## config.mk

```make
export PLATFORM = sky130hd
export DESIGN_NAME = corevx_membus_arbiter
export DESIGN_NICKNAME = d
export VERILOG_FILES = /design/src/rtl/corevx_membus_arbiter.sv
export SDC_FILE = /design/constraint.sdc
export NUM_CORES = 1
export LEC_CHECK = 0
export CORE_AREA = 2 2 126 128
export DETAILED_ROUTE_END_ITERATION = 8
export DIE_AREA = 0 0 128 130
export DONT_BUFFER_PORTS = 1
export GPL_ROUTABILITY_DRIVEN = 1
export PLACE_DENSITY = 0.39
export SYNTH_ARGS = -nofsm -noshare
export SYNTH_HDL_FRONTEND = slang
export SYNTH_SLANG_ARGS = --single-unit
```

## constraint.sdc

```tcl
create_clock -name clk -period 2 [get_ports clk]
set_input_delay 0.6 -clock clk [delete_from_list [all_inputs] [get_ports clk]]
set_output_delay 0.6 -clock clk [all_outputs]
set_load 0.02 [all_outputs]
```

## src/rtl/corevx_membus_arbiter.sv

```systemverilog
// corevx_membus_arbiter
//
// Shares one armleobus memory port between two cache lanes.
// Lane 0 is the instruction-fetch cache and lane 1 is the data cache.
// Arbitration is round-robin. A grant is held from request until done.
// A watchdog ends any transaction the slave leaves unfinished for
// TIMEOUT_CYCLES cycles, and returns an ACCESSFAULT for it.
//
// Ports
//   clk, rst                 clock, asynchronous active-high reset
//   m_transaction[2]         per-lane request (held until done)
//   m_cmd[2][2]              per-lane command (01 READ, 10 WRITE)
//   m_address[2][ADDR_W]     per-lane address
//   m_wdata[2][32]           per-lane write data
//   m_wbyte_enable[2][4]     per-lane byte enables
//   m_transaction_done[2]    per-lane completion pulse
//   m_transaction_response   per-lane response (00 OK, 11 ACCESSFAULT)
//   m_rdata[2][32]           per-lane read data
//   s_*                      single slave port, routed from lane[grant]
//   timeout_event            one-cycle pulse when the watchdog fires
module corevx_membus_arbiter #(
   parameter int ADDR_W         = 34,
   parameter int TIMEOUT_CYCLES = 255
) (
   input  logic                   clk,
   input  logic                   rst,
   input  logic [1:0]             m_transaction,
   input  logic [1:0][1:0]        m_cmd,
   input  logic [1:0][ADDR_W-1:0] m_address,
   input  logic [1:0][31:0]       m_wdata,
   input  logic [1:0][3:0]        m_wbyte_enable,
   output logic [1:0]             m_transaction_done,
   output logic [1:0][1:0]        m_transaction_response,
   output logic [1:0][31:0]       m_rdata,
   output logic                   s_transaction,
   output logic [1:0]             s_cmd,
   output logic [ADDR_W-1:0]      s_address,
   output logic [31:0]            s_wdata,
   output logic [3:0]             s_wbyte_enable,
   input  logic                   s_transaction_done,
   input  logic [1:0]             s_transaction_response,
   input  logic [31:0]            s_rdata,
   output logic                   timeout_event
);

   localparam int CNT_W = $clog2(TIMEOUT_CYCLES + 1);

   typedef enum logic {IDLE = 1'b0, BUSY = 1'b1} state_e;

   state_e            state_q, state_d;
   logic              grant_q, grant_d;
   logic              last_grant_q, last_grant_d;
   logic [CNT_W-1:0]  cnt_q, cnt_d;

   always_ff @(posedge clk or posedge rst) begin
      if (rst) begin
         state_q      <= IDLE;
         grant_q      <= 1'b0;
         last_grant_q <= 1'b1;   // lane 0 wins the first tie
         cnt_q        <= '0;
      end else begin
         state_q      <= state_d;
         grant_q      <= grant_d;
         last_grant_q <= last_grant_d;
         cnt_q        <= cnt_d;
      end
   end

   always_comb begin
      state_d                = state_q;
      grant_d                = grant_q;
      last_grant_d           = last_grant_q;
      cnt_d                  = cnt_q;
      m_transaction_done     = '0;
      m_transaction_response = '0;
      m_rdata                = '0;
      s_transaction          = 1'b0;
      s_cmd                  = '0;
      s_address              = '0;
      s_wdata                = '0;
      s_wbyte_enable         = '0;
      timeout_event          = 1'b0;

      case (state_q)
         IDLE: begin
            if (|m_transaction) begin
               state_d = BUSY;
               cnt_d   = '0;
               // On a tie, take the lane that was not served last.
               // With one requester, the index of the set bit is bit 1.
               grant_d = (&m_transaction) ? ~last_grant_q : m_transaction[1];
            end
         end
         BUSY: begin
            s_transaction                   = m_transaction[grant_q];
            s_cmd                           = m_cmd[grant_q];
            s_address                       = m_address[grant_q];
            s_wdata                         = m_wdata[grant_q];
            s_wbyte_enable                  = m_wbyte_enable[grant_q];
            m_rdata[grant_q]                = s_rdata;
            m_transaction_response[grant_q] = s_transaction_response;

            // The slave's done wins over a watchdog expiring in the same cycle.
            if (s_transaction_done) begin
               m_transaction_done[grant_q] = 1'b1;
               state_d                     = IDLE;
               last_grant_d                = grant_q;
            end else if (cnt_q == CNT_W'(TIMEOUT_CYCLES)) begin
               m_transaction_done[grant_q]     = 1'b1;
               m_transaction_response[grant_q] = 2'b11;
               m_rdata[grant_q]                = '0;
               s_transaction                   = 1'b0;
               timeout_event                   = 1'b1;
               state_d                         = IDLE;
               last_grant_d                    = grant_q;
            end else begin
               cnt_d = cnt_q + CNT_W'(1);
            end
         end
         default: state_d = IDLE;
      endcase
   end

endmodule

```

==> qor.txt <==
Crit Path Max Fanout: 32
Worst setup EP type: primary output
Seq/Total Area, Yosys: 0.128
Top Family by Delay on Critical Path: simple AND/OR/NAND/NOR gates
largest net degree at the start of global routing: 56
Placed Area: 0.00319 sq mm
Syn Nets: 491
termination of the worst setup path: m_rdata[33]
ys async rst share: 1.00
Post-synth top flop: dfrtp_1
DRT iter0 DRCs: 63
Detailed Place HPWL: 8290 microns
Clock Pin Slew Worst Setup and Hold Paths: 40 ps
EDFF count, synth: 0
clk root buf: clkbuf_16
layout cells sized above 1: 0.543
flop-to-flop setup slack: 180 ps
initial antenna violation count: 0
drt first pass iters: 6
num rows: 46
commonest non-fill, non-tap cell in the layout: buf_4
first-pass GRT wire length: 13500 microns
htree depth: 1
Clock Latency Late Sink: 240 ps
post-synth design cell area: 0.00216 sq mm
IO Port Bufs: 0
Layout area overhead: 82.3%
max_cap viols: 0
FF+latch count, synth: 11
FF-to-FF Start: cnt_q[0]$_DFFE_PP0P_
Worst IR Drop VDD: 719 uV
Die Ht: 130 microns
Pwr per Cell Area: 1370 mW/mm^2
max-slew violations: 0
Levels on crit path: 6
most frequent cells in the layout: buf_4, nor2_1, mux2i_1, and2_4
final net count: 596
Pleak: 0.00192 uW
drt total wl: 11200 microns
worst-path cell chain: ha_4 -> nand3_4 -> nor3_4 -> nor2_2 -> buf_12 -> and2_2
Clock Sinks: 11
design area: 0.00393 sq mm
fmax: 0.458 GHz
slowest cell delay on critical path: 380 ps
GRT Total Usage: 0.105
CTS Buf Count: 3
Buf/Inv on CP: 1
antenna diode count: 0
Setup WS post-layout: -185 ps
RSZ-0062 raised after global routing: true
Worst Hold Class: input port to asynchronous set/reset pin
Placed Cells: 579
slowest CP cell: dfrtp_1
Avg WL per Cell: 18.5 microns
global route overflow: 0
WHS: 250 ps
total number of vias: 2633
fin crit period: 2180 ps
Initial Utilization: 0.140
Crit Reg-Reg Endpoint: cnt_q[6]$_DFFE_PP0P_
Req. time, crit path: 1400 ps
Final Non-Filler Cells: 603
Hold Fails Final Rpt: 0
worst clock skew: 4.99 ps
CTS tree: yes
r2r worst-path depth: 8
vias per std cell: 4.37
drc violations: 0
nature of the critical path startpoint: flop
Routed Antenna Nets: 0
Critical path origin: cnt_q[0]$_DFFE_PP0P_
setup TNS: -15480 ps
number of global-route vias before repair: 2344
clock buffer depth: 2
dpl ws: -1.94 ps
die area: 0.0166 sq mm
Final setup viols: 141
failing checks: negative setup slack
Worst slew margin: 0.706
critical path arrival: 1580 ps
FILL cells: 1671
Tightest Pin Transition: 441 ps
Hold Buf Count CTS: 0
Syn Inst Count: 307
# IOs: 327
fin crit share: 1.09
Distinct cells, synth: 30
YS warnings: 0
Syn Area/Cell: 7.02 sq um
core footprint: 0.0154 sq mm
status: finished with violations
Placer Congestion: 0.736
Die Span X: 128 microns
critical path type: flop to primary output
-- through the flow --
step / total power, uW / utilization
CTS: 4990 / 0.239
floorplan: 2730 / -
global route: 5680 / 0.255
finish: 5400 / 0.255
detailed placement: 3940 / 0.207
global placement: 3890 / 0.207
-- worst register-to-register path, cell delays in order (launching register included) --
cell and delay (ps):
dfrtp_1 380, ha_4 160, nand3_4 80, buf_6 140, buf_4 120, buf_4 120, o21ai_2 320, and2_1 270
a21o_1 150
-- cell type report --
| class | instances | area (sq um) | share of cell area |
|---|---|---|---|
| clock buffers | 4 | 78.8 | 0.0201 |
| inverters | 5 | 21.3 | 0.00541 |
| multi-input cells | 267 | 2070 | 0.528 |
| flip-flops and latches | 11 | 282 | 0.0716 |
| well taps | 192 | 240 | 0.0611 |
| repair buffers | 124 | 1230 | 0.314 |
-- what timing repair did --
| item | 4_1_cts | 5_1_grt |
|---|---|---|
| pin swaps | 3 | 9 |
| gates cloned | 3 | 6 |
| setup buffers | 8 | 7 |
| endpoints found under the setup margin | 137 | 144 |
| gates resized for setup | 122 | 24 |
-- registers in the layout, summed over array words and instances, names as in the netlist --
signal	flops
cnt_q	8
state_q	1
last_grant_q	1
grant_q	1
-- power breakdown --
part,leakage [uW],total (uW),internal (uW),switching [uW]
Sequential,0.000141,356,280,75.4
Clock,0.0000382,366,268,97.9
Combinational,0.00174,4670,2270,2400
-- metal layers --
layer / global-route usage / wire length, microns / up-vias / part of all wire
met5: 0 / 0 / - / 0
met4: 0.0187 / 200 / 0 / 0.018
met3: 0.0123 / 602 / 12 / 0.054
met2: 0.182 / 5490 / 134 / 0.49
met1: 0.141 / 4870 / 1251 / 0.44
li1: - / - / 1236 / -
-- how the worst min path moves through the flow --
stage	start	end	slack [ps]
2_1_floorplan	rst	cnt_q[0]$_DFFE_PP0P_	450
3_3_place_gp	last_grant_q$_DFFE_PP1P_	last_grant_q$_DFFE_PP1P_	480
3_5_place_dp	last_grant_q$_DFFE_PP1P_	last_grant_q$_DFFE_PP1P_	480
4_1_cts	rst	cnt_q[5]$_DFFE_PP0P_	270
5_1_grt	rst	cnt_q[5]$_DFFE_PP0P_	300
6_report	rst	cnt_q[5]$_DFFE_PP0P_	250
-- cell usage after synthesis, drive strengths merged, types with 2 or more instances --
library cell | n | area [sq um]
nor2 | 86 | 323
mux2i | 73 | 731
and2 | 65 | 407
buf | 19 | 97.6
dfrtp | 10 | 250
o21ai | 8 | 43.8
nand3 | 7 | 35.0
nand2 | 6 | 22.5
clkbuf | 5 | 18.8
inv | 5 | 18.8
nor3 | 3 | 26.3
a21o | 2 | 15.0
a21oi | 2 | 10.0
o211ai | 2 | 15.0
o31ai | 2 | 15.0
or3 | 2 | 12.5
-- cells by family (layout without fill, tap and decap cells) --
group,after synthesis,count (layout),share of synthesized area
AO/OA/AOI/OAI,19,19,0.0586
XOR/XNOR,1,1,0.00406
adder cells (fa/ha/maj),1,1,0.00580
buffers and inverters,29,133,0.0627
flip-flops,11,11,0.128
multiplexers,73,73,0.339
AND/OR/NAND/NOR,173,173,0.402
Note: power is estimated with default switching activity, not from simulation.
==> RTL edit, RTL diff (same flow settings) <==
Change the parameter `TIMEOUT_CYCLES` from 255 to 510.
--- a/src/rtl/corevx_membus_arbiter.sv
+++ b/src/rtl/corevx_membus_arbiter.sv
@@ -21,5 +21,5 @@
 module corevx_membus_arbiter #(
    parameter int ADDR_W         = 34,
-   parameter int TIMEOUT_CYCLES = 255
+   parameter int TIMEOUT_CYCLES = 510
 ) (
    input  logic                   clk,
Function: no difference found for any inputs over 4 cycles, from zero or initial values and one cycle with rst high; that may be too few to reach the edited logic, so the function may still have changed.
==> RTL edit against the unedited design <==
The flow still finishes with violations (setup timing); sequential cell count grew 1; total power shrank 1.7%; worst setup slack lost 0.12 ns; clock power grew 12%; area after synthesis grew 6.4%; wire length grew 0.22%; combinational power shrank 3%; cell area shrank 1.2%.
==> RTL edit: results (changes against the unedited design) <==
| Metric | Value |
|---|---|
| Via/cell ratio | `4.52 (+3.6%)` |
| Setup WS post-layout | `-0.307 ns (-0.122 ns)` |
| Met1 Usage GRT | `13.6% (-0.52 points)` |
| Critical Path Fanout Max | `5 (-84%)` |
| Layout cells sized above 1 | `52.9% (-1.3 points)` |
| Synth cell types | `33 (+10%)` |
| Largest register FFs | `9 (+1)` |
| Maximum vdd ir drop | `0.000539 V (-25%)` |
| Measured slew at the worst slew-check pin | `0.495 ns (+0.0539 ns)` |
| Met2 GRT Util | `21.4% (+3.2 points)` |
| DRT Pass-1 Iters | `4 (-2)` |
| Met3 usage | `1.60% (+0.37 points)` |
| Failing checks | `setup timing` |
| First-pass GRT wire length | `14100 microns (+5.0%)` |
| Post-synthesis mux area share | `32.7% (-1.2 points)` |
| Routed WL | `11200 microns (+0.22%)` |
| Gpl congestion | `0.801 (+8.8%)` |
| Commonest cells in the netlist | `nor2_1, mux2i_1, and2_1, dfrtp_1, clkbuf_1` |
| Final setup violation count | `136 (-3.5%)` |
| Detailed placer's ending HPWL | `7860 microns (-5.2%)` |
| Top cells by area, synth | `mux2i_1, and2_1, nor2_1` |
| Status | `finished, violations left` |
| Worst slack, placed | `-0.283 ns (-0.281 ns)` |
| First DRT Iteration DRCs | `71 (+13%)` |
| Fillcell total | `1634 (-2.2%)` |
| Max Clock Skew | `0.00324 ns (-0.00175 ns)` |
| Total negative slack | `-26.53 ns (-11.05 ns)` |
| Compound-gate portion of the synthesized area | `4.47% (-1.4 points)` |
| Vias in the first global route | `2471 (+5.4%)` |
| Syn nets | `498 (+1.4%)` |
[RTL edit: power breakdown]
group          switching, mW  internal, mW
combinational           2.44          2.11
sequential            0.0466         0.299
clock                  0.109         0.302
[RTL edit: metrics by stage]
stage,util [%],std cells
final,25.2,600
after global routing,25.2,600
after CTS,24.7,599
after detailed placement,20.3,573
after global placement,20.3,573
after floorplan,-,313
[RTL edit: cells by family after synthesis]
logic type	Yosys count
AO/OA/AOI/OAI	13
adder cells (fa/ha/maj)	2
buffers and inverters	28
flip-flops	12
multiplexers	75
AND/OR/NAND/NOR	183
[RTL edit: repair_timing]
item	in CTS	in global routing
resized for setup	89	60
gates cloned	10	0
setup endpoints to repair	141	144
hold buffers	0	0
setup buffers	14	5
pin swaps	21	18
hold endpoints to repair	0	0
[RTL edit: area by class of cell]
type	count	area, sq um	area share, %
clock buffer	4	88.8	2.29
inverter	4	15.0	0.387
multi-input combinational	275	2080	53.5
sequential	12	305	7.87
tap	192	240	6.19
timing repair buffer	113	1160	29.8
[RTL edit: per-layer routing]
layer | part of all wire, % | wire length [microns] | vias up
met4 | 1.9 | 214 | 0
li1 | - | - | 1241
met1 | 39 | 4320 | 1257
met5 | 0 | 0 | -
met3 | 6.9 | 776 | 12
met2 | 53 | 5880 | 203
[RTL edit: worst paths after layout]
kind | start | end | slack [ns] | depth (start not counted)
hold / removal | rst | cnt_q[2] | 0.27 | 1
hold reg to reg | last_grant_q | last_grant_q | 0.51 | 1
max in group asynchronous | rst | grant_q | 1.36 | 1
setup reg to reg | cnt_q[0] | cnt_q[7] | 0.21 | 7
min in group clk | last_grant_q | last_grant_q | 0.51 | 1
setup / recovery | cnt_q[0] | m_transaction_response[2] | -0.31 | 9
[RTL edit: critical path, delay by kind of cell, from the launching register on]
family / cells / cell delay [ns]
AND/OR/NAND/NOR: 4 / 0.44
flip-flops: 1 / 0.37
adder cells (fa/ha/maj): 1 / 0.19
buffers and inverters: 4 / 0.47
